<file path="src/rtl/uart_pkg.sv">
// Shared UART definitions: transmit-feeder FSM encoding and default buffer sizing.
package uart_pkg;

    localparam int unsigned UART_DEPTH  = 16;
    localparam int unsigned UART_DATA_W = 8;

    typedef enum logic [1:0] {
        ST_IDLE       = 2'd0,
        ST_SEND       = 2'd1,
        ST_WAIT_START = 2'd2,
        ST_WAIT_DONE  = 2'd3
    } tx_state_e;

    // Occupancy counter width able to hold 0..depth inclusive.
    function automatic int unsigned cnt_width(input int unsigned depth);
        return $clog2(depth) + 1;
    endfunction

endpackage

</file>
<file path="src/rtl/sync_fifo.sv">
// Circular FIFO with registered pointers, occupancy count and full/empty flags.
module sync_fifo #(
    parameter int unsigned DEPTH = 16,
    parameter int unsigned WIDTH = 8,
    parameter int unsigned CNT_W = $clog2(DEPTH) + 1
) (
    input  logic             clk,
    input  logic             rst,
    input  logic             i_push,
    input  logic             i_pop,
    input  logic [WIDTH-1:0] i_wr_data,
    output logic [WIDTH-1:0] o_head_c,
    output logic             o_full,
    output logic             o_empty,
    output logic [CNT_W-1:0] o_count
);

    localparam int unsigned PTR_W = $clog2(DEPTH);

    logic [WIDTH-1:0] r_mem [DEPTH];
    logic [PTR_W-1:0] r_wr_ptr;
    logic [PTR_W-1:0] r_rd_ptr;
    logic [CNT_W-1:0] r_count;
    logic             r_full;
    logic             r_empty;
    logic [CNT_W-1:0] w_count_nxt;
    logic             w_do_push;
    logic             w_do_pop;

    // A push into a full FIFO is still accepted when a pop frees a slot on the same edge.
    always_comb begin
        w_do_pop    = i_pop && !r_empty;
        w_do_push   = i_push && (!r_full || w_do_pop);
        w_count_nxt = r_count;
        if (w_do_push && !w_do_pop) begin
            w_count_nxt = r_count + CNT_W'(1);
        end else if (!w_do_push && w_do_pop) begin
            w_count_nxt = r_count - CNT_W'(1);
        end
    end

    // Storage array; contents are don't-care once the pointers are reset.
    always_ff @(posedge clk) begin
        if (w_do_push) begin
            r_mem[r_wr_ptr] <= i_wr_data;
        end
    end

    // Pointers wrap naturally because DEPTH is a power of two.
    always_ff @(posedge clk or posedge rst) begin
        if (rst) begin
            r_wr_ptr <= '0;
            r_rd_ptr <= '0;
            r_count  <= '0;
            r_full   <= 1'b0;
            r_empty  <= 1'b1;
        end else begin
            if (w_do_push) begin
                r_wr_ptr <= r_wr_ptr + PTR_W'(1);
            end
            if (w_do_pop) begin
                r_rd_ptr <= r_rd_ptr + PTR_W'(1);
            end
            r_count <= w_count_nxt;
            r_full  <= (w_count_nxt == CNT_W'(DEPTH));
            r_empty <= (w_count_nxt == '0);
        end
    end

    assign o_head_c = r_mem[r_rd_ptr];
    assign o_full   = r_full;
    assign o_empty  = r_empty;
    assign o_count  = r_count;

endmodule

</file>
<file path="src/rtl/uart_tx_feeder.sv">
// Buffers producer bytes and hands them one at a time to a UART transmitter.
module uart_tx_feeder
    import uart_pkg::*;
#(
    parameter int unsigned DEPTH = UART_DEPTH,
    parameter int unsigned CNT_W = cnt_width(DEPTH)
) (
    input  logic             clk,
    input  logic             rst,
    input  logic             wr_en,
    input  logic [7:0]       wr_data,
    output logic             full,
    output logic             empty,
    output logic [CNT_W-1:0] count,
    output logic             overflow,
    input  logic             tx_active,
    input  logic             tx_done,
    output logic             data_valid,
    output logic [7:0]       transmit_byte
);

    tx_state_e  r_state;
    tx_state_e  w_state_nxt;
    logic       r_tx_done_prev;
    logic       r_data_valid;
    logic       r_overflow;
    logic [7:0] r_transmit_byte;
    logic       w_pop;
    logic [7:0] w_head_c;
    logic       w_full;
    logic       w_empty;

    sync_fifo #(
        .DEPTH (DEPTH),
        .WIDTH (UART_DATA_W),
        .CNT_W (CNT_W)
    ) u_fifo (
        .clk       (clk),
        .rst       (rst),
        .i_push    (wr_en),
        .i_pop     (w_pop),
        .i_wr_data (wr_data),
        .o_head_c  (w_head_c),
        .o_full    (w_full),
        .o_empty   (w_empty),
        .o_count   (count)
    );

    // Next state; the pop happens on the IDLE->SEND edge, and a stale tx_done level blocks a start.
    always_comb begin
        w_state_nxt = r_state;
        w_pop       = 1'b0;
        case (r_state)
            ST_IDLE: begin
                if (!w_empty && !tx_active && !tx_done) begin
                    w_pop       = 1'b1;
                    w_state_nxt = ST_SEND;
                end
            end
            ST_SEND: begin
                w_state_nxt = ST_WAIT_START;
            end
            ST_WAIT_START: begin
                if (tx_active) begin
                    w_state_nxt = ST_WAIT_DONE;
                end
            end
            ST_WAIT_DONE: begin
                if (tx_done && !r_tx_done_prev) begin
                    w_state_nxt = ST_IDLE;
                end
            end
            default: begin
                w_state_nxt = ST_IDLE;
            end
        endcase
    end

    // FSM state register.
    always_ff @(posedge clk or posedge rst) begin
        if (rst) begin
            r_state <= ST_IDLE;
        end else begin
            r_state <= w_state_nxt;
        end
    end

    // tx_done history, start strobe, captured byte and drop indication.
    always_ff @(posedge clk or posedge rst) begin
        if (rst) begin
            r_tx_done_prev  <= 1'b0;
            r_data_valid    <= 1'b0;
            r_overflow      <= 1'b0;
            r_transmit_byte <= 8'h00;
        end else begin
            r_tx_done_prev <= tx_done;
            r_data_valid   <= w_pop;
            r_overflow     <= wr_en && w_full && !w_pop;
            if (w_pop) begin
                r_transmit_byte <= w_head_c;
            end
        end
    end

    assign full          = w_full;
    assign empty         = w_empty;
    assign overflow      = r_overflow;
    assign data_valid    = r_data_valid;
    assign transmit_byte = r_transmit_byte;

endmodule

</file>
<file path="config.mk">
export PLATFORM = sky130hd
export DESIGN_NAME = uart_tx_feeder
export DESIGN_NICKNAME = d
export VERILOG_FILES = /design/src/rtl/uart_pkg.sv /design/src/rtl/sync_fifo.sv /design/src/rtl/uart_tx_feeder.sv
export SDC_FILE = /design/constraint.sdc
export NUM_CORES = 1
export LEC_CHECK = 0
export BUFFER_PORTS_ARGS = -buffer_cell sky130_fd_sc_hd__buf_4
export CORE_UTILIZATION = 50
export CTS_CLUSTER_SIZE = 40
export DETAILED_ROUTE_END_ITERATION = 10
export PLACE_DENSITY = 0.67
export SYNTH_ARGS = -nofsm -noshare
export SYNTH_HDL_FRONTEND = slang
export SYNTH_SLANG_ARGS = --single-unit
</file>
<file path="constraint.sdc">
create_clock -name clk -period 3.9 [get_ports clk]
set_clock_uncertainty 0.1 [all_clocks]
set_input_delay 0.78 -clock clk [delete_from_list [all_inputs] [get_ports clk]]
set_output_delay 0.78 -clock clk [all_outputs]
set_load 0.005 [all_outputs]
</file>
Yosys cells after proc, flatten, opt, wreduce, memory -nomap -nowiden
Memory sizes are Yosys's and may differ from the RTL's. A register that Yosys moved wholly into a read port is not among the register bits.
Index checks and enable logic that the tools add are counted.
{"block": "word_totals", "ram_bits": 128, "n_memories": 1, "elab_cells": 52, "input_bits": 13, "output_inout_bits": 17, "register_bits": 20}
{"block": "classes", "eq_ne": 7, "reduce_logical": 21, "add_sub_neg": 4, "n_mux": 10}
{"name": "u_fifo.r_mem", "depth": 16, "word_bits": 8, "read_ports": 1, "rd_clocked_by_memory_dff": 1, "wr": 1, "line_no": "sync_fifo.sv:20", "rtl": "logic [WIDTH-1:0] r_mem [DEPTH];"}
{"op": "$mux W5", "n": 2}
{"op": "$logic_and A1 B1 Y1", "n": 9}
{"op": "$add A4 B1 Y4 const B", "n": 2}
{"op": "$logic_not A1 Y1", "n": 8}
{"op": "$pmux W2 S4", "n": 1}
{"op": "$mux W2", "n": 3}
{"op": "$ne A2 B2 Y1 const B", "n": 3}
{"op": "$add A5 B1 Y5 const B", "n": 1}
{"op": "$eq A5 B5 Y1 const B", "n": 1}
{"op": "$logic_not A5 Y1", "n": 1}
{"op": "$sub A5 B1 Y5 const B", "n": 1}
{"op": "$eq A2 B2 Y1 const B", "n": 2}
{"op": "$mux W1", "n": 4}
{"op": "$reduce_and A3 Y1", "n": 1}
{"op": "$eq A2 B1 Y1 const B", "n": 1}
{"op": "$logic_not A2 Y1", "n": 1}
{"op": "$logic_or A1 B1 Y1", "n": 1}

Logic depth before layout (Yosys ltp)
Gate-level depths: netlist of run 1.
{"block": "depth", "word_depth": 13, "mapped_depth": 10, "ltp_nobuf": 8}

By module
From an unflattened synthesis of run 1, not the netlist that was laid out.
{"block": "hier_totals", "cells_unflattened": 334, "hier_area_um2": 6333.6}
{"module": "sync_fifo", "seq_area_each_um2": 4220.3, "n_inst": 1, "cells_per_inst": 294, "area_per_inst_um2": 5781.8}
{"module": "uart_tx_feeder", "seq_area_each_um2": 325.3, "n_inst": 1, "cells_per_inst": 40, "area_per_inst_um2": 551.8}

Least setup slack after synthesis of run 1
OpenSTA, ideal clock, no wires.
{"block": "synth_timing", "kind": "in2reg", "start": "input tx_done", "end": "memory u_fifo.r_mem[0][0], enable pin", "arrival_ns": 2.600, "setup_time_ns": 0.383, "required_time_ns": 3.417, "path_stages": 6, "setup_slack_ns": 0.817, "n_path_buf": 2, "path_cell_list": "or4b_1 buf_6 buf_4 a21oi_4 nand2_1 nor3_1"}
{"block": "synth_via", "elab_chain_len": 9}
{"element": "start: declaration", "line_no": "uart_tx_feeder.sv:17", "rtl": "input logic tx_done,"}
{"element": "$logic_not A1 Y1", "line_no": "uart_tx_feeder.sv:55", "rtl": "if (!w_empty && !tx_active && !tx_done) begin"}
{"element": "$logic_and A1 B1 Y1", "line_no": "uart_tx_feeder.sv:55"}
{"element": "$mux W1", "line_no": "uart_tx_feeder.sv:55"}
{"element": "$mux W1", "line_no": "uart_tx_feeder.sv:53", "rtl": "case (r_state)"}
{"element": "$logic_and A1 B1 Y1", "line_no": "sync_fifo.sv:32", "rtl": "w_do_pop = i_pop && !r_empty;"}
{"element": "$logic_or A1 B1 Y1", "line_no": "sync_fifo.sv:33", "rtl": "w_do_push = i_push && (!r_full || w_do_pop);"}
{"element": "$logic_and A1 B1 Y1", "line_no": "sync_fifo.sv:33"}
{"element": "$mux W1", "line_no": "sync_fifo.sv:44", "rtl": "if (w_do_push) begin"}
{"element": "$mux W1 (implied by the code)", "line_no": "sync_fifo.sv:45", "rtl": "r_mem[r_wr_ptr] <= i_wr_data;"}
{"element": "end: declaration", "line_no": "sync_fifo.sv:20"}
No other way between the ends.

Worst setup path after layout of run 1
{"block": "layout_timing", "start": "register r_state[0]", "end": "memory u_fifo.r_mem[11][0], enable pin"}
{"block": "layout_via", "elab_chain_len": 7}
{"element": "start: declaration", "line_no": "uart_tx_feeder.sv:22", "rtl": "tx_state_e r_state;"}
{"element": "start signal: assignment", "line_no": "uart_tx_feeder.sv:84", "rtl": "r_state <= w_state_nxt;"}
{"element": "$logic_not A2 Y1", "line_no": "uart_tx_feeder.sv:53"}
{"element": "$mux W1", "line_no": "uart_tx_feeder.sv:53"}
{"element": "$logic_and A1 B1 Y1", "line_no": "sync_fifo.sv:32"}
{"element": "$logic_or A1 B1 Y1", "line_no": "sync_fifo.sv:33"}
{"element": "$logic_and A1 B1 Y1", "line_no": "sync_fifo.sv:33"}
{"element": "$mux W1", "line_no": "sync_fifo.sv:44"}
{"element": "$mux W1 (implied by the code)", "line_no": "sync_fifo.sv:45"}
No other way between the ends.

==> results.yml, run 1 <==
job:
  cap_viol_max_count: 0
setup_path:
  cp_max_fo: 8
  worstReg2RegStart: "r_state[0]"
  reg2regPathDepth: 6
  r2r_slack_ns: 1.14
  cp-start-kind: "flip-flop"
  end_kind: "flip-flop"
  cpPeakStageDelay_ns: 0.65
  cp.buffers_inverters: 1
  crit_family: "simple AND/OR/NAND/NOR gates"
  crit_chain: "inv_1 -> ha_1 -> or4b_1 -> a21oi_4 -> nand2_2 -> nor2_1"
  r2r_end: "u_fifo.r_mem[11][0]"
  crit_required_ns: 3.84
  crit_slowest_cell: "nor2_1"
  path_class: "flip-flop to flip-flop"
  worstPathArrival_ns: 2.70
clock_tree:
  post-cts-setup-buffer-count: 0
  cts.repair.resized: 0
  clkLatencyLatePin_ns: 0.41
  numCtsBuffers: 17
  cts.clk_slew.worst_paths_ns: 0.06
  htreeDepth: 4
  cts_tree: "yes"
  cts-root-buf: "clkbuf_16"
  hold_buffers: 0
  clkSinkCount: 156
  clock_path_buffers: 2
sta:
  final-setup-viol-count: 0
  rsz0062_at_grt: "no"
  setup_tns_ns: 0
  drv_slew: 0
  max_slew_margin: 0.2693
  fmax_ghz: 0.3618
  min_period_ns: 2.764
  hold_violations: 0
  hold_slack_ns: 0.3942
  fin_crit_sh: 0.7087
  tightestPinTransition_ns: 1.096
route:
  routed_wirelength_mm: 12.49
  drt_iter0_drc: 256
  drt_first_pass_iters: 4
  dr_total_vias: 3271
  wl_per_cell_um: 21.10
  drc: 0
  via_per_inst: 5.525
  ant_nets: 0
global_route:
  grt-ovfl-total: 0
  met1_usage: 0.3057
  grt_use_total: 0.2137
  grt_pass1_wl_mm: 19.67
  grt_pass1_vias: 3368
  gr-max-usage-layer: "met2"
  grt_antenna_before_repair: 0
  use_met3: 0.06747
  gr-usage-met2: 0.3217
  grt_max_degree: 29
synthesis:
  ys_warn_count: 0
  syn_area_sq_um: 6384
  synth.largest_area_cell: "edfxtp_1"
  synth_cell_types: 46
  synth_compound_area_frac: 0.03528
  ys_ff_latch: 156
  synthTopCellsByCount: "edfxtp_1, mux4_2, dfrtp_1"
  synthDominantCellAreaShare: 0.6021
  syn_nets: 391
  synthSimpleGateAreaFrac: 0.07977
  ys_top_cells_by_area: "edfxtp_1, dfrtp_1, mux4_2"
  synth_top_family_by_area: "multiplexers"
  syn_avg_cell_area_sq_um: 17.39
  ys_seq_area_frac: 0.7121
  synth_edf_count: 128
  synth-xor-area-share: 0.01098
  muxShareOfSynthArea: 0.1168
  synth.most_common_cell: "edfxtp_1"
  synth_ff_type: "edfxtp_1"
  synth_fa_ha_area_frac: 0.02156
  syn_inst: 367
  ys_async_sr_fraction: 0.1795
floorplanning:
  initial_utilization: 0.5227
  die_w_um: 115.0
  io_pins: 30
  core_area_sq_um: 12210
  die_h_um: 115.0
  rows: 40
  dieArea_sq_um: 13220
worst_hold_path:
  min_from: "tx_done"
  min_path_type: "primary input to flip-flop"
  holdPathStages: 1
  holdPathEnd: "r_tx_done_prev"
place:
  io_buffer_count: 29
  dpl_cell_area_sq_um: 6814
  hpwl_mm: 8.142
  place_congestion: 0.8023
layout:
  multi_input_area_sq_um: 1688
  syn_to_final_growth_pct: 15.99
  drive_gt1_frac: 0.2500
  design_area_sq_um: 7405
  regArea_sq_um: 4547
  fillers: 948
  num_antenna_cells: 0
  final_nets: 435
  fin_util: 0.6064
outcome:
  outcome: "completed"
power_and_ir_drop:
  p_leak_nw: 2.631
  powerDensity_nw_per_um2: 713.3
  peakVddDrop_v: 0.0004364
power breakdown:
part           total (mW)  leakage (nW)  switching, mW  internal, mW
Clock                1.65         0.288          0.586          1.06
Sequential           2.32          1.50          0.255          2.06
Combinational        1.32         0.843          0.671         0.645
state kept, by name (all words and copies together) (netlist names):
name             cells
u_fifo.r_rd_ptr      4
u_fifo.r_mem       128
u_fifo.o_count       5
data_valid           1
u_fifo.o_empty       1
r_tx_done_prev       1
transmit_byte        8
u_fifo.r_wr_ptr      4
r_state              2
u_fifo.o_full        1
overflow             1
final cells by class:
type	instances	area share
Clock buffer	22	0.05999
Clock inverter	10	0.01977
Inverter	11	0.006252
Multi-Input combinational cell	182	0.2279
Sequential cell	156	0.6141
Tap cell	168	0.02839
Timing Repair Buffer	43	0.04360
layer usage:
layer,vias to the layer above,part of all wire
met4,0,0.0093
met2,78,0.48
li1,1506,-
met3,10,0.041
met1,1677,0.47
met5,-,0
placed cells by master (no fill, tap or decap), types with 10 or more instances in the layout:
cell type	instances
nor2_1	24
ha_1	11
inv_1	10
edfxtp_1	128
nand2_1	22
mux4_2	30
clkbuf_16	17
dfrtp_1	26
buf_4	43
nor2b_1	10
worst max path at each step:
| stage | start | end | slack (ns) | cells after the start |
|---|---|---|---|---|
| after floorplan | tx_done | u_fifo.r_mem[0][0] | 0.82 | 6 |
| after global placement | tx_done | u_fifo.r_mem[11][1] | 0.86 | 5 |
| after detailed placement | tx_done | u_fifo.r_mem[11][1] | 0.83 | 5 |
| after CTS | r_state[0] | u_fifo.r_mem[6][3] | 1.11 | 6 |
| after global routing | r_state[0] | u_fifo.r_mem[14][2] | 0.95 | 6 |
| final | r_state[0] | u_fifo.r_mem[11][0] | 1.14 | 6 |
cells by family after synthesis:
logic type	count (synthesis)
AO/OA/AOI/OAI	30
XOR/XNOR	8
adder cells (fa/ha/maj)	11
buffers and inverters	29
flip-flops	156
multiplexers	37
AND/OR/NAND/NOR	96
through the flow:
step | cells | total power, mW | setup WS, ns
6_report | 592 | 5.282 | 1.136
2_1_floorplan | 367 | 3.191 | 0.8168
3_5_place_dp | 560 | 3.683 | 0.8282
4_1_cts | 592 | 5.331 | 1.114
5_1_grt | 592 | 5.553 | 0.9457
3_3_place_gp | 560 | 3.652 | 0.8594
No activity file was read; power rests on OpenSTA's default activity.
==> inputs of run 2 (changes only) <==
Clock period 3.9 ns to 2.9 ns, I/O delays scaled along.
==> run 2 against run 1 <==
- worst hold slack got worse by 0.23 ns
- worst setup slack lost 0.74 ns
- sequential power increased by 32%
- power rose by 32%
- flip-flop and latch count unchanged
- combinational power increased by 39%
- sequential share of layout area is 0.35 points lower
- routed wire length is 1.3% lower
- design area is 0.57% higher
- fmax increased by 10%
- global-route usage down 0.24 points
- largest cell class unchanged
==> results.yml, run 2 (synthesis gave the netlist of run 1 again) <==
sta:
  max_slew_margin: 0.4780
  setup_slack_ns: 0.3965
  fin_crit_sh: 0.8633
  min_period_ns: 2.504
  hold_slack_ns: 0.1689
  hold_violations: 0
  drv_slew: 0
  fmax_ghz: 0.3994
  setup_tns_ns: 0
  rsz0062_at_grt: "no"
  final-setup-viol-count: 0
  tightestPinTransition_ns: 0.7829
layout:
  design_area_sq_um: 7447
  largest_reg_flops: 128
  num_antenna_cells: 0
  multi_input_area_sq_um: 1688
  layout_commonest_cell: "edfxtp_1"
  fillers: 930
  largest-register: "u_fifo.r_mem"
  final_nets: 442
  drive_gt1_frac: 0.2674
  syn_to_final_growth_pct: 16.66
  regArea_sq_um: 4547
  final_cell_mix: "edfxtp_1, buf_4, mux4_2"
setup_path:
  cp_max_fo: 8
  path_class: "flip-flop to flip-flop"
  crit_slowest_cell: "or4b_1"
  end_kind: "flip-flop"
  cp-start-kind: "flip-flop"
  cpPeakStageDelay_ns: 0.54
  worstPathArrival_ns: 2.53
  crit_required_ns: 2.92
  crit_chain: "inv_1 -> ha_1 -> or4b_1 -> a21oi_4 -> nand2_1 -> nor3_1 -> buf_4"
floorplanning:
  die_h_um: 115.0
  die_w_um: 115.0
  io_pins: 30
  dieArea_sq_um: 13220
  initial_utilization: 0.5227
  core_area_sq_um: 12210
  rows: 40
power_and_ir_drop:
  power_mw: 6.983
  peakVddDrop_v: 0.0005861
  powerDensity_nw_per_um2: 937.7
  p_leak_nw: 2.654
global_route:
  grt_antenna_before_repair: 0
  grt_pass1_wl_mm: 19.40
  grt-ovfl-total: 0
  grt_pass1_vias: 3329
  grt_max_degree: 38
  grt_use_total: 0.2113
clock_tree:
  cts-root-buf: "clkbuf_16"
  post-cts-setup-buffer-count: 0
  htreeDepth: 4
  cts.clk_slew.worst_paths_ns: 0.06
  clock_path_buffers: 2
  numCtsBuffers: 17
  clkSinkCount: 156
  clkLatencyLatePin_ns: 0.42
  cts.repair.resized: 0
  hold_buffers: 0
  cts_tree: "yes"
place:
  hpwl_mm: 7.806
  io_buffer_count: 29
  dp_slack_ns: 0.3026
  place_congestion: 0.8105
  dpl_cell_area_sq_um: 6892
route:
  drt_first_pass_iters: 4
  dr_total_vias: 3285
  ant_nets: 0
  drc: 0
  via_per_inst: 5.493
  routed_wirelength_mm: 12.33
  wl_per_cell_um: 20.61
  drt_iter0_drc: 218
outcome:
  outcome: "completed"
worst_hold_path:
  min_path_type: "primary input to asynchronous set/reset pin"
job:
  cap_viol_max_count: 0
==> run 2: cell types whose count changed in the layout (fill, tap and decap cells not counted), sizes merged <==
cell / change
bufinv: -2
clkinv: +2
inv: +1
clkinvlp: +2
buf: +7
clkbuf: -4
==> run 2: area by class of cell <==
class,instances,share of cell area
clock buffers,18,0.05763
repair buffers,50,0.05376
inverters,11,0.006216
multi-input cells,182,0.2266
clock inverters,13,0.01697
flip-flops and latches,156,0.6106
well taps,168,0.02823
==> run 2: worst paths after layout <==
kind	startpoint	to	slack (ns)	depth (start not counted)
worst max-delay path	r_state[0]	u_fifo.r_mem[2][0]	0.40	7
worst min-delay path	rst	u_fifo.o_count[4]	0.17	2
worst max register to register	r_state[0]	u_fifo.r_mem[2][0]	0.40	7
worst min register to register	transmit_byte[0]	transmit_byte[0]	0.42	2
max in group asynchronous	rst	u_fifo.r_wr_ptr[2]	1.91	3
min in group clk	tx_done	r_tx_done_prev	0.20	1
==> run 2: through the flow <==
stage	utilization	cells
after global placement	0.5643	567
after global routing	0.6098	598
final	0.6098	598
after detailed placement	0.5643	567
after floorplan	-	367
after CTS	0.6098	598
==> run 2: power by group <==
| part | internal, mW | switching [mW] |
|---|---|---|
| sequential | 2.78 | 0.281 |
| clock | 1.25 | 0.836 |
| combinational | 0.895 | 0.946 |
==> run 2: metal layers <==
layer / share of wire / track usage / vias to the layer above
li1: - / - / 1522
met3: 0.053 / 0.05482 / 10
met2: 0.48 / 0.3225 / 82
met1: 0.46 / 0.2989 / 1671
met5: 0 / 0 / -
met4: 0.010 / 0.07186 / 0
==> run 2: critical path: cells and delay by family, from the launching register on <==
kind                       cells  cell delay, ns
DFF                            1            0.38
and+or+nand+nor                3            0.90
buffers and inverters          2            0.34
AOI/OAI and AO/OA              1            0.31
adders and majority gates      1            0.18
